==> src/rtl/mc_ctrl_pkg.sv <==
// mc_ctrl_pkg: opcodes, FSM state encoding, ALU op codes and select encodings for mc_control_alu
package mc_ctrl_pkg;
  localparam logic [5:0] OP_LD   = 6'h01;
  localparam logic [5:0] OP_ST   = 6'h02;
  localparam logic [5:0] OP_ADD  = 6'h10;
  localparam logic [5:0] OP_SUB  = 6'h11;
  localparam logic [5:0] OP_AND  = 6'h12;
  localparam logic [5:0] OP_OR   = 6'h13;
  localparam logic [5:0] OP_XOR  = 6'h14;
  localparam logic [5:0] OP_SLT  = 6'h15;
  localparam logic [5:0] OP_BEQ  = 6'h20;
  localparam logic [5:0] OP_BNE  = 6'h21;
  localparam logic [5:0] OP_J    = 6'h30;
  localparam logic [5:0] OP_LI   = 6'h31;
  localparam logic [5:0] OP_HALT = 6'h3F;

  typedef enum logic [3:0] {
    S_FETCH, S_DECODE, S_MEM_ADDR, S_MEM_READ, S_MEM_WB, S_MEM_WRITE,
    S_EXECUTE, S_ALU_WB, S_BRANCH, S_JUMP, S_LOAD_IMM, S_HALT
  } state_t;

  typedef enum logic [3:0] {
    ALU_ADD, ALU_SUB, ALU_AND, ALU_OR, ALU_XOR, ALU_NOR, ALU_SLL, ALU_SRL,
    ALU_SRA, ALU_SLT, ALU_SLTU, ALU_EQ, ALU_NE, ALU_PASS_B
  } alu_op_t;

  localparam logic [1:0] RWD_MDR        = 2'd0;
  localparam logic [1:0] RWD_ALUOUT     = 2'd1;
  localparam logic [1:0] RWD_IMM        = 2'd2;
  localparam logic [1:0] SRCB_FOUR      = 2'd0;
  localparam logic [1:0] SRCB_REGB      = 2'd1;
  localparam logic [1:0] SRCB_OFFSET_SH = 2'd2;
  localparam logic [1:0] SRCB_OFFSET    = 2'd3;
  localparam logic [1:0] PC_ALUOUT      = 2'd0;
  localparam logic [1:0] PC_JUMP        = 2'd1;
  localparam logic [1:0] PC_ALU         = 2'd2;

  function automatic alu_op_t aluOpFor(input logic [5:0] op);
    return op == OP_SUB ? ALU_SUB :
           op == OP_AND ? ALU_AND :
           op == OP_OR  ? ALU_OR  :
           op == OP_XOR ? ALU_XOR :
           op == OP_SLT ? ALU_SLT : ALU_ADD;
  endfunction
endpackage

==> src/rtl/mc_alu.sv <==
// mc_alu: combinational ALU (alu_a, alu_b, alu_op -> alu_out); shifts use alu_b[5:0], compares yield 0/1
module mc_alu
  import mc_ctrl_pkg::*;
#(
  parameter int WORD_SIZE = 64
) (
  input  logic [WORD_SIZE-1:0] alu_a,
  input  logic [WORD_SIZE-1:0] alu_b,
  input  logic [3:0]           alu_op,
  output logic [WORD_SIZE-1:0] alu_out
);
  localparam logic [WORD_SIZE-1:0] ONE = WORD_SIZE'(1);
  logic [5:0] shAmt;
  assign shAmt = alu_b[5:0];
  always_comb begin
    alu_out = '0;
    case (alu_op)
      ALU_ADD:    alu_out = alu_a + alu_b;
      ALU_SUB:    alu_out = alu_a - alu_b;
      ALU_AND:    alu_out = alu_a & alu_b;
      ALU_OR:     alu_out = alu_a | alu_b;
      ALU_XOR:    alu_out = alu_a ^ alu_b;
      ALU_NOR:    alu_out = ~(alu_a | alu_b);
      ALU_SLL:    alu_out = alu_a << shAmt;
      ALU_SRL:    alu_out = alu_a >> shAmt;
      ALU_SRA:    alu_out = $unsigned($signed(alu_a) >>> shAmt);
      ALU_SLT:    alu_out = $signed(alu_a) < $signed(alu_b) ? ONE : '0;
      ALU_SLTU:   alu_out = alu_a < alu_b ? ONE : '0;
      ALU_EQ:     alu_out = alu_a == alu_b ? ONE : '0;
      ALU_NE:     alu_out = alu_a != alu_b ? ONE : '0;
      ALU_PASS_B: alu_out = alu_b;
      default:    alu_out = '0;
    endcase
  end
endmodule

==> src/rtl/mc_control_alu.sv <==
// mc_control_alu: multicycle control FSM with datapath ALU; optional HALT opcode enabled by CTRL_HALT_EN
module mc_control_alu
  import mc_ctrl_pkg::*;
#(
  parameter int WORD_SIZE = 64,
  parameter int OP_SIZE   = 6
) (
  input  logic                 clk,
  input  logic                 rst,
  input  logic [OP_SIZE-1:0]   opcode,
  input  logic [WORD_SIZE-1:0] alu_a,
  input  logic [WORD_SIZE-1:0] alu_b,
  output logic [WORD_SIZE-1:0] alu_out,
  output logic [3:0]           state,
  output logic                 pc_write,
  output logic                 pc_write_cond,
  output logic                 pc_write_combo,
  output logic                 mem_get_data,
  output logic                 mem_read,
  output logic                 ir_write,
  output logic                 reg_write,
  output logic                 alu_src_a,
  output logic                 reg_track_select,
  output logic [1:0]           reg_write_data_select,
  output logic [1:0]           alu_src_b,
  output logic [1:0]           pc_src,
  output logic [3:0]           alu_op
);
`ifdef CTRL_HALT_EN
  localparam bit HALT_EN = 1'b1;
`else
  localparam bit HALT_EN = 1'b0;
`endif
  state_t curState, nextState;
  logic [5:0] op;
  logic isAlu;
  assign op = 6'(opcode);
  assign isAlu = op inside {OP_ADD, OP_SUB, OP_AND, OP_OR, OP_XOR, OP_SLT};
  assign state = curState;
  assign pc_write_combo = pc_write | (pc_write_cond & alu_out[0]);

  mc_alu #(.WORD_SIZE(WORD_SIZE)) alu (
    .alu_a  (alu_a),
    .alu_b  (alu_b),
    .alu_op (alu_op),
    .alu_out(alu_out)
  );

  always_ff @(posedge clk)
    if (rst) curState <= S_FETCH;
    else curState <= nextState;

  always_comb begin
    nextState = S_FETCH;
    pc_write = 1'b0;
    pc_write_cond = 1'b0;
    mem_get_data = 1'b0;
    mem_read = 1'b1;
    ir_write = 1'b0;
    reg_write = 1'b0;
    alu_src_a = 1'b0;
    reg_track_select = 1'b0;
    reg_write_data_select = RWD_MDR;
    alu_src_b = SRCB_FOUR;
    pc_src = PC_ALUOUT;
    alu_op = ALU_ADD;
    case (curState)
      S_FETCH: begin
        nextState = S_DECODE;
        ir_write = 1'b1;
        pc_write = 1'b1;
        pc_src = PC_ALU;
      end
      S_DECODE: begin
        alu_src_b = SRCB_OFFSET_SH;
        nextState = (op == OP_LD || op == OP_ST) ? S_MEM_ADDR :
                    isAlu                        ? S_EXECUTE  :
                    (op == OP_BEQ || op == OP_BNE) ? S_BRANCH :
                    op == OP_J                   ? S_JUMP     :
                    op == OP_LI                  ? S_LOAD_IMM :
                    (HALT_EN && op == OP_HALT)   ? S_HALT     : S_FETCH;
      end
      S_MEM_ADDR: begin
        alu_src_a = 1'b1;
        alu_src_b = SRCB_OFFSET;
        reg_track_select = 1'b1;
        nextState = op == OP_ST ? S_MEM_WRITE : S_MEM_READ;
      end
      S_MEM_READ: begin
        mem_get_data = 1'b1;
        nextState = S_MEM_WB;
      end
      S_MEM_WB: begin
        reg_write = 1'b1;
        reg_track_select = 1'b1;
      end
      S_MEM_WRITE: begin
        mem_get_data = 1'b1;
        mem_read = 1'b0;
        reg_track_select = 1'b1;
      end
      S_EXECUTE: begin
        alu_src_a = 1'b1;
        alu_src_b = SRCB_REGB;
        alu_op = aluOpFor(op);
        nextState = S_ALU_WB;
      end
      S_ALU_WB: begin
        reg_write = 1'b1;
        reg_write_data_select = RWD_ALUOUT;
      end
      S_BRANCH: begin
        alu_src_a = 1'b1;
        alu_src_b = SRCB_REGB;
        alu_op = op == OP_BNE ? ALU_NE : ALU_EQ;
        pc_write_cond = 1'b1;
        reg_track_select = 1'b1;
      end
      S_JUMP: begin
        pc_write = 1'b1;
        pc_src = PC_JUMP;
      end
      S_LOAD_IMM: begin
        reg_write = 1'b1;
        reg_write_data_select = RWD_IMM;
      end
      S_HALT: nextState = S_HALT;
      default: nextState = S_FETCH;
    endcase
    if (rst) begin
      pc_write = 1'b0;
      pc_write_cond = 1'b0;
      ir_write = 1'b0;
      reg_write = 1'b0;
      mem_read = 1'b1;
    end
  end
endmodule

==> config.mk <==
export PLATFORM = sky130hd
export DESIGN_NAME = mc_control_alu
export DESIGN_NICKNAME = d
export VERILOG_FILES = /design/src/rtl/mc_ctrl_pkg.sv /design/src/rtl/mc_alu.sv /design/src/rtl/mc_control_alu.sv
export SDC_FILE = /design/constraint.sdc
export NUM_CORES = 1
export LEC_CHECK = 0
export CORE_ASPECT_RATIO = 0.6
export CORE_UTILIZATION = 35
export CTS_BUF_LIST = sky130_fd_sc_hd__clkbuf_4 sky130_fd_sc_hd__clkbuf_8
export DETAILED_ROUTE_END_ITERATION = 7
export SETUP_SLACK_MARGIN = 0.3
export SYNTH_ARGS = -nofsm -noshare
export SYNTH_HDL_FRONTEND = slang
export SYNTH_SLANG_ARGS = --single-unit
==> constraint.sdc <==
create_clock -name clk -period 10.4 [get_ports clk]
set_input_delay 1.04 -clock clk [delete_from_list [all_inputs] [get_ports clk]]
set_output_delay 1.04 -clock clk [all_outputs]
set_load 0.01 [all_outputs]
==> results by group <==
Power and ir drop
  – Register share of total power: 2.3%
  – Clk network pwr share: 4.1%
  – PwrDens: 62.6 nW/um2
  – Sw Ratio: 55.5%
  – Peak VDD IR: 0.0000317 V
  – Internal: 376 uW
  – Leak: 0.00586 uW
  – Combinational share of power: 93.6%
  – NetSw: 469 uW

Drt
  – WL/cell: 21.5 um
  – DRT Wirelength: 49.2 mm
  – First DRT Iteration DRCs: 1,749
  – Routed Antenna Nets: 0
  – DR WL met2: 18.9 mm
  – DR DRC count: 0
  – Met3 WL: 5.87 mm
  – Via density: 6.18
  – DR vias: 14,100
  – Initial DRT Pass Iterations: 6
  – Top routing layer used: met5
  – Post-Route M1 WL: 23.8 mm

Layout
  – Layout cells sized above 1: 3.31%
  – Layout area overhead: 21.6%
  – Register area: 80.1 um2
  – Max reg flops: 4
  – FILL cells: 3,264
  – Final #Nets: 2,203
  – Area of the multi-input gates: 9800 um2

Clock tree
  – CTS tree: built
  – Clock latency on the worst-skew pair: 0.22 ns
  – Post-CTS setup buffers: 0
  – Total CTS buffers: 3
  – CTS hold repair buffers: 0
  – CTS clk-pin slew, worst paths: 0.03 ns
  – Htree depth: 1
  – Post-cts resize count: 0
  – Root Buffer Master: clkbuf_8
  – Clock tree sinks: 4
  – Longest Clk Path Bufs: 2

Logic synthesis
  – Post-Synthesis Cells: 1,742
  – Syn avg cell area: 6.37 um2
  – FF+latch count, synth: 4
  – Synth Cell Area: 11,100 um2
  – Main flop type after synthesis: dfxtp_1
  – Cell variety after synth: 93
  – Yosys top cell area share: 21.7%
  – Syn_nets: 2,072
  – Async S/R FF share, synth: 0%
  – Sequential element share of the synthesized area: 0.722%
  – Post-synth top area cell: ha_1
  – Number of synthesized flops with an enable pin: 0
  – Synth top cells by count: 223 x a21oi_1, 195 x inv_1, 192 x ha_1, 158 x nor2_1, 131 x o21ai_0
  – Top post-synthesis cells by area: ha_1 22%, a21oi_1 10%, inv_1 6.6%
  – YS warnings: 0
  – Count leader, synth: a21oi_1

Worst setup path
  – Worst-path fanout max: 9
  – Critical Setup Path Class: in2out
  – Crit path capture: alu_out[58]
  – CP most frequent cell: o21ai_0
  – R2R cell count: 4
  – Critical Path RT: 9.36 ns
  – Crit-path cells: clkdlybuf4s50_1 > inv_1 > ha_1 > nor2_1 > o21ai_0 > a2111oi_0 > o21ai_0 > a21oi_1 > nor2_1 > a21oi_1 > a41oi_1 > a211oi_1 > xnor2_1 > o21ai_0 > clkdlybuf4s50_1
  – Max stage delay on crit path: 0.60 ns
  – Crit path arrival time: 5.99 ns
  – Worst R2R End: state[1]
  – Worst R2R Setup Slack: 8.83 ns
  – Setup crit end kind: output pin
  – Crit path launch type: input pin
  – Critical Path Start: alu_a[3]
  – Critical path's slowest cell: clkdlybuf4s50_1
  – RR Startpoint: state[1]

STA
  – WHS: 0.786 ns
  – Hold Fails Final Rpt: 0
  – F_max: 0.142 GHz
  – Clock Skews: 0.00371 ns
  – Relative slew slack: 21.0%
  – RSZ-0062 raised after global routing: false
  – Measured slew at the worst slew-check pin: 1.18 ns
  – Minimum clock period: 7.03 ns
  – Tcrit/Tclk final: 67.6%
  – Final setup viols: 0
  – Slew Viols, Final: 0
  – Setup TNS: 0 ns

Die
  – Initial Utilization: 35.6%
  – Width of the die: 232 um
  – Row cnt: 50
  – DIE AREA: 32,400 um2
  – Die Ht: 140 um
  – I/O pin cnt: 223
  – Core Area: 31,200 um2

GRT
  – Largest net degree at the start of global routing: 70
  – Wire length of the first global-routing pass: 75.3 mm
  – GRT Total Usage: 29.0%
  – Vias in the first global route: 13,000
  – Antenna violations before repair: 1
  – Total gr overflow: 0

Placed design
  – GP Congestion: 0.965
  – Port Buffer Count: 222
  – Detailed placement HPWL: 38.6 mm

Worst hold path
  – Worst Hold Class: reg2reg

Flow run
  – Max cap viols: 0

Outcome
  – Outcome: finished clean
[power groups by stage]
stage	Combinational, uW	Sequential (uW)	Clock (uW)
3_3_place_gp	768	19.0	0
5_1_grt	854	19.3	35.9
2_1_floorplan	458	16.9	0
4_1_cts	773	19.0	34.6
3_5_place_dp	768	19.2	0
6_report	791	19.1	34.7
[routing by layer]
layer | global-route usage (%) | vias up
li1 | - | 6539
met1 | 46.0 | 6700
met2 | 39.4 | 857
met3 | 6.23 | 49
met4 | 3.91 | 2
met5 | 0 | -
[cell families after synthesis]
group                    Yosys count  synth area share [%]
AND/OR/NAND/NOR                  499                  22.1
XOR/XNOR                          45                  3.55
buffers and inverters            308                  11.1
AO/OA/AOI/OAI                    677                  39.0
flip-flops                         4                 0.722
multiplexers                      15                  1.43
adder cells (fa/ha/maj)          194                  22.0
[worst min path at each step]
| stage | start | to | slack (ns) | depth (start not counted) |
|---|---|---|---|---|
| 2_1_floorplan | state[2] | state[0] | 0.69 | 3 |
| 3_3_place_gp | state[0] | state[3] | 0.74 | 1 |
| 3_5_place_dp | state[3] | state[3] | 0.77 | 2 |
| 4_1_cts | state[3] | state[3] | 0.78 | 2 |
| 5_1_grt | state[0] | state[3] | 0.84 | 1 |
| 6_report | state[3] | state[3] | 0.79 | 2 |
[per-stage QoR]
stage / cell area (um2) / util, % / instances / power, uW / setup WS (ns)
final: 13500 / 43.3 / 2288 / 845 / 3.37
after global routing: 13500 / 43.3 / 2287 / 909 / 3.19
after CTS: 13500 / 43.3 / 2287 / 827 / 3.56
after detailed placement: 13500 / 43.2 / 2284 / 787 / 3.59
after floorplan: 11100 / - / 1742 / 475 / 5.59
after global placement: 13500 / 43.2 / 2284 / 787 / 3.60
[final cells by class]
cell class,instances,share of cell area [%]
diodes,1,0.0185
clock buffers,3,0.306
inverters,203,5.66
multi-input cells,1430,72.6
flip-flops and latches,4,0.593
well taps,416,3.86
repair buffers,231,17.0
[layout by cell type, fill, tap and decap left out, types with 6 or more instances in the layout]
| master | instances |
|---|---|
| nor3_1 | 44 |
| a21boi_0 | 7 |
| o21ai_0 | 131 |
| nand2_1 | 100 |
| or2_2 | 7 |
| o22ai_1 | 34 |
| a22oi_1 | 8 |
| o211ai_1 | 22 |
| a31oi_1 | 15 |
| xor2_1 | 6 |
| nor2_1 | 158 |
| a21o_1 | 32 |
| o21bai_1 | 40 |
| o2111ai_1 | 7 |
| nand3_1 | 32 |
| and3_1 | 14 |
| mux2_2 | 7 |
| clkdlybuf4s50_1 | 222 |
| nor2b_1 | 18 |
| o311ai_0 | 9 |
| o21a_1 | 10 |
| mux2i_1 | 8 |
| o21ai_1 | 7 |
| nand4_1 | 32 |
| inv_1 | 195 |
| a21oi_1 | 223 |
| buf_4 | 9 |
| nand2b_1 | 22 |
| and2_1 | 7 |
| a221o_1 | 7 |
| a221oi_1 | 19 |
| a211oi_1 | 20 |
| ha_1 | 192 |
| or3_1 | 9 |
| o31ai_1 | 28 |
| xnor2_1 | 39 |
| nor4_1 | 22 |
[critical path: cells and delay by family]
| kind | cells | cell delay (ns) |
|---|---|---|
| AOI/OAI and AO/OA | 8 | 2.79 |
| buffers and inverters | 3 | 1.26 |
| adders and majority gates | 1 | 0.43 |
| and+or+nand+nor | 2 | 0.37 |
| xor gates and xnor gates | 1 | 0.09 |
No activity file was read; power rests on OpenSTA's default activity.
==> edit 1: new RTL, same flow settings <==
Build with the macro `CTRL_HALT_EN` defined.
--- a/src/rtl/mc_control_alu.sv
+++ b/src/rtl/mc_control_alu.sv
@@ -1,2 +1,4 @@
 // mc_control_alu: multicycle control FSM with datapath ALU; optional HALT opcode enabled by CTRL_HALT_EN
+`define CTRL_HALT_EN
+
 module mc_control_alu
Function: changed (a bounded check fails within 4 cycles, from zero or initial values and one cycle with rst high).
==> edit 1 against the original RTL <==
Area after synthesis increased by 0.21%; worst setup slack improved by 0.021 ns; sequential cell count unchanged; wire length decreased by 6.6%; via count decreased by 3.4%; final area about the same; total power increased by 1.1%.
==> edit 1: results (changes against the original RTL) <==
\begin{tabular}{lr}
\hline
Metric & Value \\
\hline
\multicolumn{2}{l}{\textbf{Status}} \\
Result of the run & finished, final reports clean \\
\multicolumn{2}{l}{\textbf{Synthesis}} \\
Distinct cell type count after synthesis & 100 (+7.5\%) \\
Adder-cell share of the synthesized area & 22.0\% (-0.047 points) \\
Number of nets in the synthesized netlist & 2064 (-0.39\%) \\
Part of the Yosys area used for sequential elements & 0.720\% (-0.0015 points) \\
Top cells by instance count after synthesis & inv\_1 (193), nor2\_1 (193), ha\_1 (192), a21oi\_1 (172), o21ai\_0 (156) \\
Synthesized-area fraction occupied by ao, oa, aoi and oai cells & 38.1\% (-0.92 points) \\
Mux contribution to synthesized area & 0.844\% (-0.59 points) \\
Fraction of synthesized cell area in xor and xnor cells & 4.33\% (+0.78 points) \\
\multicolumn{2}{l}{\textbf{Placed design}} \\
Detailed-placement wirelength estimate & 36600 um (-5.3\%) \\
\multicolumn{2}{l}{\textbf{Routing}} \\
Routed WL & 45900 um (-6.6\%) \\
Number of optimization iterations in the first detailed-route pass & 7 (+1) \\
Number of DRC markers after the initial detailed-route iteration & 1467 (-16\%) \\
Post-DR vias/cell & 6.01 (-2.8\%) \\
\multicolumn{2}{l}{\textbf{Critical path}} \\
Endpoint arrival time on the critical path & 5.96 ns (-0.03 ns) \\
Critical path peak fanout & 4 (-5) \\
\multicolumn{2}{l}{\textbf{Timing}} \\
Final clock skew & 0.00260 ns (-0.00111 ns) \\
\multicolumn{2}{l}{\textbf{Power}} \\
Worst-case vdd ir drop & 0.0411 mV (+30\%) \\
\multicolumn{2}{l}{\textbf{GRT}} \\
Wire length of the first global-routing pass & 70700 um (-6.1\%) \\
Largest net degree at the start of global routing & 64 (-8.6\%) \\
Initial antenna violation count & 0 (-1) \\
Number of global-route vias before repair & 12400 (-5.1\%) \\
Total routing resource utilization after global routing & 26.9\% (-2.1 points) \\
\multicolumn{2}{l}{\textbf{Final layout}} \\
Fraction of layout instances using a drive strength above 1 & 3.61\% (+0.30 points) \\
Number of inserted diodes & 0 (-1) \\
\hline
\end{tabular}
-- edit 1: cell count changes in the layout (fill, tap and decap cells not counted), sizes merged, moves of 10 or more --
| cell | before | now |
|---|---|---|
| a21oi | 224 | 175 |
| a221oi | 21 | 55 |
| a31oi | 15 | 25 |
| nand2 | 102 | 112 |
| nor2 | 159 | 194 |
| nor2b | 18 | 30 |
| o21ai | 140 | 166 |
| o21bai | 40 | 26 |
| o22ai | 34 | 3 |
| xnor2 | 39 | 49 |
-- edit 1: kinds of logic (layout without fill, tap and decap cells) --
group	after synthesis	in the layout
compound gates	640	640
xor+xnor	55	55
fa+ha+maj	194	194
buf+inv	307	429
flops	4	4
mux	9	9
simple gates	525	525
-- edit 1: cell type report --
| type | instances | area [sq um] |
|---|---|---|
| tap | 416 | 520 |
| clock buffer | 3 | 41.3 |
| timing repair buffer | 231 | 2290 |
| inverter | 195 | 732 |
| multi-input combinational | 1423 | 9830 |
| fill | 3263 | 17700 |
| sequential | 4 | 80.1 |
-- edit 1: power breakdown --
group / leakage, nW / internal, mW / switching (mW) / total (mW)
logic: 5.84 / 0.342 / 0.461 / 0.803
registers: 0.0326 / 0.0161 / 0.00278 / 0.0189
clock network: 0.0216 / 0.0246 / 0.00757 / 0.0322
-- edit 1: worst max-delay path, stage by stage --
cell             delay [ns]
clkdlybuf4s50_1        0.42
inv_1                  0.09
ha_1                   0.23
inv_1                  0.07
fa_1                   0.41
nor2b_1                0.16
o21ai_0                0.32
a31oi_1                0.19
a2111oi_4              0.43
a31oi_1                0.41
a41oi_1                0.65
nor2b_1                0.09
or4_1                  0.41
o21ai_1                0.16
xnor2_1                0.10
o21ai_1                0.20
clkdlybuf4s50_1        0.58
-- edit 1: routing by layer --
| metal | global-route usage (%) | share of wire [%] |
|---|---|---|
| met1 | 42.7 | 50 |
| met2 | 37.5 | 39 |
| met3 | 3.97 | 9.6 |
| met4 | 4.43 | 1.6 |
| met5 | 0 | 0 |
-- edit 1: path summary, 6_finish.rpt --
kind                       start             endpoint  slack (ns)  cells after the start
max                     alu_a[0]          alu_out[38]        3.40                     17
min reg2reg  state[1]$_SDFF_PP0_  state[2]$_SDFF_PP0_        0.75                      2
max reg2reg  state[0]$_SDFF_PP0_  state[0]$_SDFF_PP0_        8.63                      6
min          state[1]$_SDFF_PP0_  state[2]$_SDFF_PP0_        0.75                      2
-- edit 1: metrics by stage --
stage / instances / util [%] / hold WS (ns) / cell area, sq um
6_report: 2272 / 43.2 / 0.746 / 13500
5_1_grt: 2272 / 43.2 / 0.790 / 13500
4_1_cts: 2272 / 43.2 / 0.726 / 13500
3_5_place_dp: 2269 / 43.1 / 0.727 / 13500
3_3_place_gp: 2269 / 43.1 / 0.717 / 13500
2_1_floorplan: 1734 / - / 0.703 / 11100
==> edit 2: new RTL, same flow settings <==
Without the edit above. Remove the case item `ALU_SLL` of the case on `alu_op`.
--- a/src/rtl/mc_alu.sv
+++ b/src/rtl/mc_alu.sv
@@ -23,3 +23,2 @@
       ALU_NOR:    alu_out = ~(alu_a | alu_b);
-      ALU_SLL:    alu_out = alu_a << shAmt;
       ALU_SRL:    alu_out = alu_a >> shAmt;
Formal check against the unedited RTL: equivalent (Yosys induction, for registers that start in step).
==> edit 2 against the original RTL <==
Final area is 6.1% higher; hold slack worse by 0.051 ns; total power is 5.1% higher; register-to-register slack worse by 0.49 ns; combinational power is 5.8% higher; worst setup slack better by 0.32 ns; critical endpoint is now alu_out[38]; synthesized cell count is 7.7% higher; sequential cell count stayed put; sequential share of layout area hardly changed; clock skew is 0.0020 ns lower; area after synthesis is 6.6% higher; critical path type unchanged; wire length is 9.3% higher.
==> edit 2: results (changes against the original RTL) <==
\begin{tabular}{lr}
\hline
Metric & Value \\
\hline
\multicolumn{2}{l}{\textbf{Power}} \\
Leakage power figure & 6.24 nW (+6.5\%) \\
Fraction of power consumed by sequential logic & 2.1\% (-0.2 points) \\
Clock group total power & 0.0325 mW (-6.3\%) \\
Switching Share & 56.7\% (+1.2 points) \\
Worst-case vdd ir drop & 0.0462 mV (+46\%) \\
\multicolumn{2}{l}{\textbf{Routing}} \\
Wirelength per Cell & 21.8 um (+1.7\%) \\
Met3 wire length & 7360 um (+25\%) \\
Top layer reached by signal wires & met4 \\
Post-DR vias/cell & 6.20 (+0.27\%) \\
Met2 Routed Length & 19600 um (+3.9\%) \\
\multicolumn{2}{l}{\textbf{GRT}} \\
Global-route track usage on met3 & 7.20\% (+0.97 points) \\
Number of global-route vias before repair & 13800 (+6.3\%) \\
Total routing resource utilization after global routing & 30.0\% (+0.98 points) \\
Fraction of met2 tracks used by global routing & 40.2\% (+0.73 points) \\
Met1 GRT Util & 47.5\% (+1.5 points) \\
\multicolumn{2}{l}{\textbf{Placed design}} \\
Detailed-placement wirelength estimate & 42300 um (+9.5\%) \\
\multicolumn{2}{l}{\textbf{Critical path}} \\
Worst reg2reg path startpoint & state[0]\$\_SDFF\_PP0\_ \\
Reg-to-reg slack, setup & 8.34 ns (-0.49 ns) \\
Critical path peak fanout & 4 (-5) \\
Reg2reg path depth & 7 (+3) \\
Destination of the worst register-to-register timing path & state[0]\$\_SDFF\_PP0\_ \\
\multicolumn{2}{l}{\textbf{Synthesis}} \\
Number of nets in the synthesized netlist & 2206 (+6.5\%) \\
Part of the Yosys area used for sequential elements & 0.677\% (-0.045 points) \\
Distinct cell type count after synthesis & 103 (+11\%) \\
\multicolumn{2}{l}{\textbf{Timing}} \\
Final clock skew & 0.00174 ns (-0.00197 ns) \\
Worst Tran Pin Value & 1.02 ns (-0.162 ns) \\
\multicolumn{2}{l}{\textbf{Min path}} \\
Startpoint of the most critical hold path & state[1]\$\_SDFF\_PP0\_ \\
Endpoint of the worst hold-timing path & state[0]\$\_SDFF\_PP0\_ \\
\multicolumn{2}{l}{\textbf{Final layout}} \\
Fill cell total of the finished layout & 3498 (+7.2\%) \\
\multicolumn{2}{l}{\textbf{Status}} \\
Result of the run & finished, final reports clean \\
\hline
\end{tabular}
[edit 2: changes by cell type after synthesis, moves of 19 or more]
cell and change:
o22ai_1 -21, nor2_1 +39, o21ai_0 -19, xnor2_1 -24
nand2_1 +71, nand3_1 +23, a31oi_1 +19, or3_1 +23
nand4_1 -19
[edit 2: cell type report]
type / count / share of cell area [%]
Clock buffer: 3 / 0.288
Antenna cell: 2 / 0.0350
Multi-Input combinational cell: 1570 / 73.8
Tap cell: 450 / 3.93
Timing Repair Buffer: 236 / 16.3
Sequential cell: 4 / 0.559
Inverter: 196 / 5.14
[edit 2: through the flow]
step	hold WS (ns)	utilization, %	setup slack [ns]	cell area (sq um)	std cells
finish	0.735	43.6	3.69	14300	2461
global route	0.819	43.5	3.48	14300	2459
CTS	0.746	43.5	3.86	14300	2459
detailed placement	0.740	43.4	3.89	14300	2456
global placement	0.729	43.4	3.88	14300	2456
floorplan	0.721	-	5.63	11800	1876
[edit 2: worst max path at each step]
stage                  endpoint  slack (ns)  cells past startpoint
floorplan           alu_out[52]        5.63                     14
global placement    alu_out[38]        3.88                     16
detailed placement  alu_out[38]        3.89                     16
CTS                 alu_out[61]        3.86                     14
global route        alu_out[52]        3.48                     14
finish              alu_out[38]        3.69                     16
[edit 2: cells by family (layout without fill, tap and decap cells)]
kind of cell	count (synthesis)	after routing	synth area share [%]
XOR/XNOR	17	17	1.26
AND/OR/NAND/NOR	650	650	26.3
buffers and inverters	302	435	10.2
other	0	2	0
flip-flops	4	4	0.677
AO/OA/AOI/OAI	700	700	40.2
multiplexers	9	9	0.783
adder cells (fa/ha/maj)	194	194	20.7
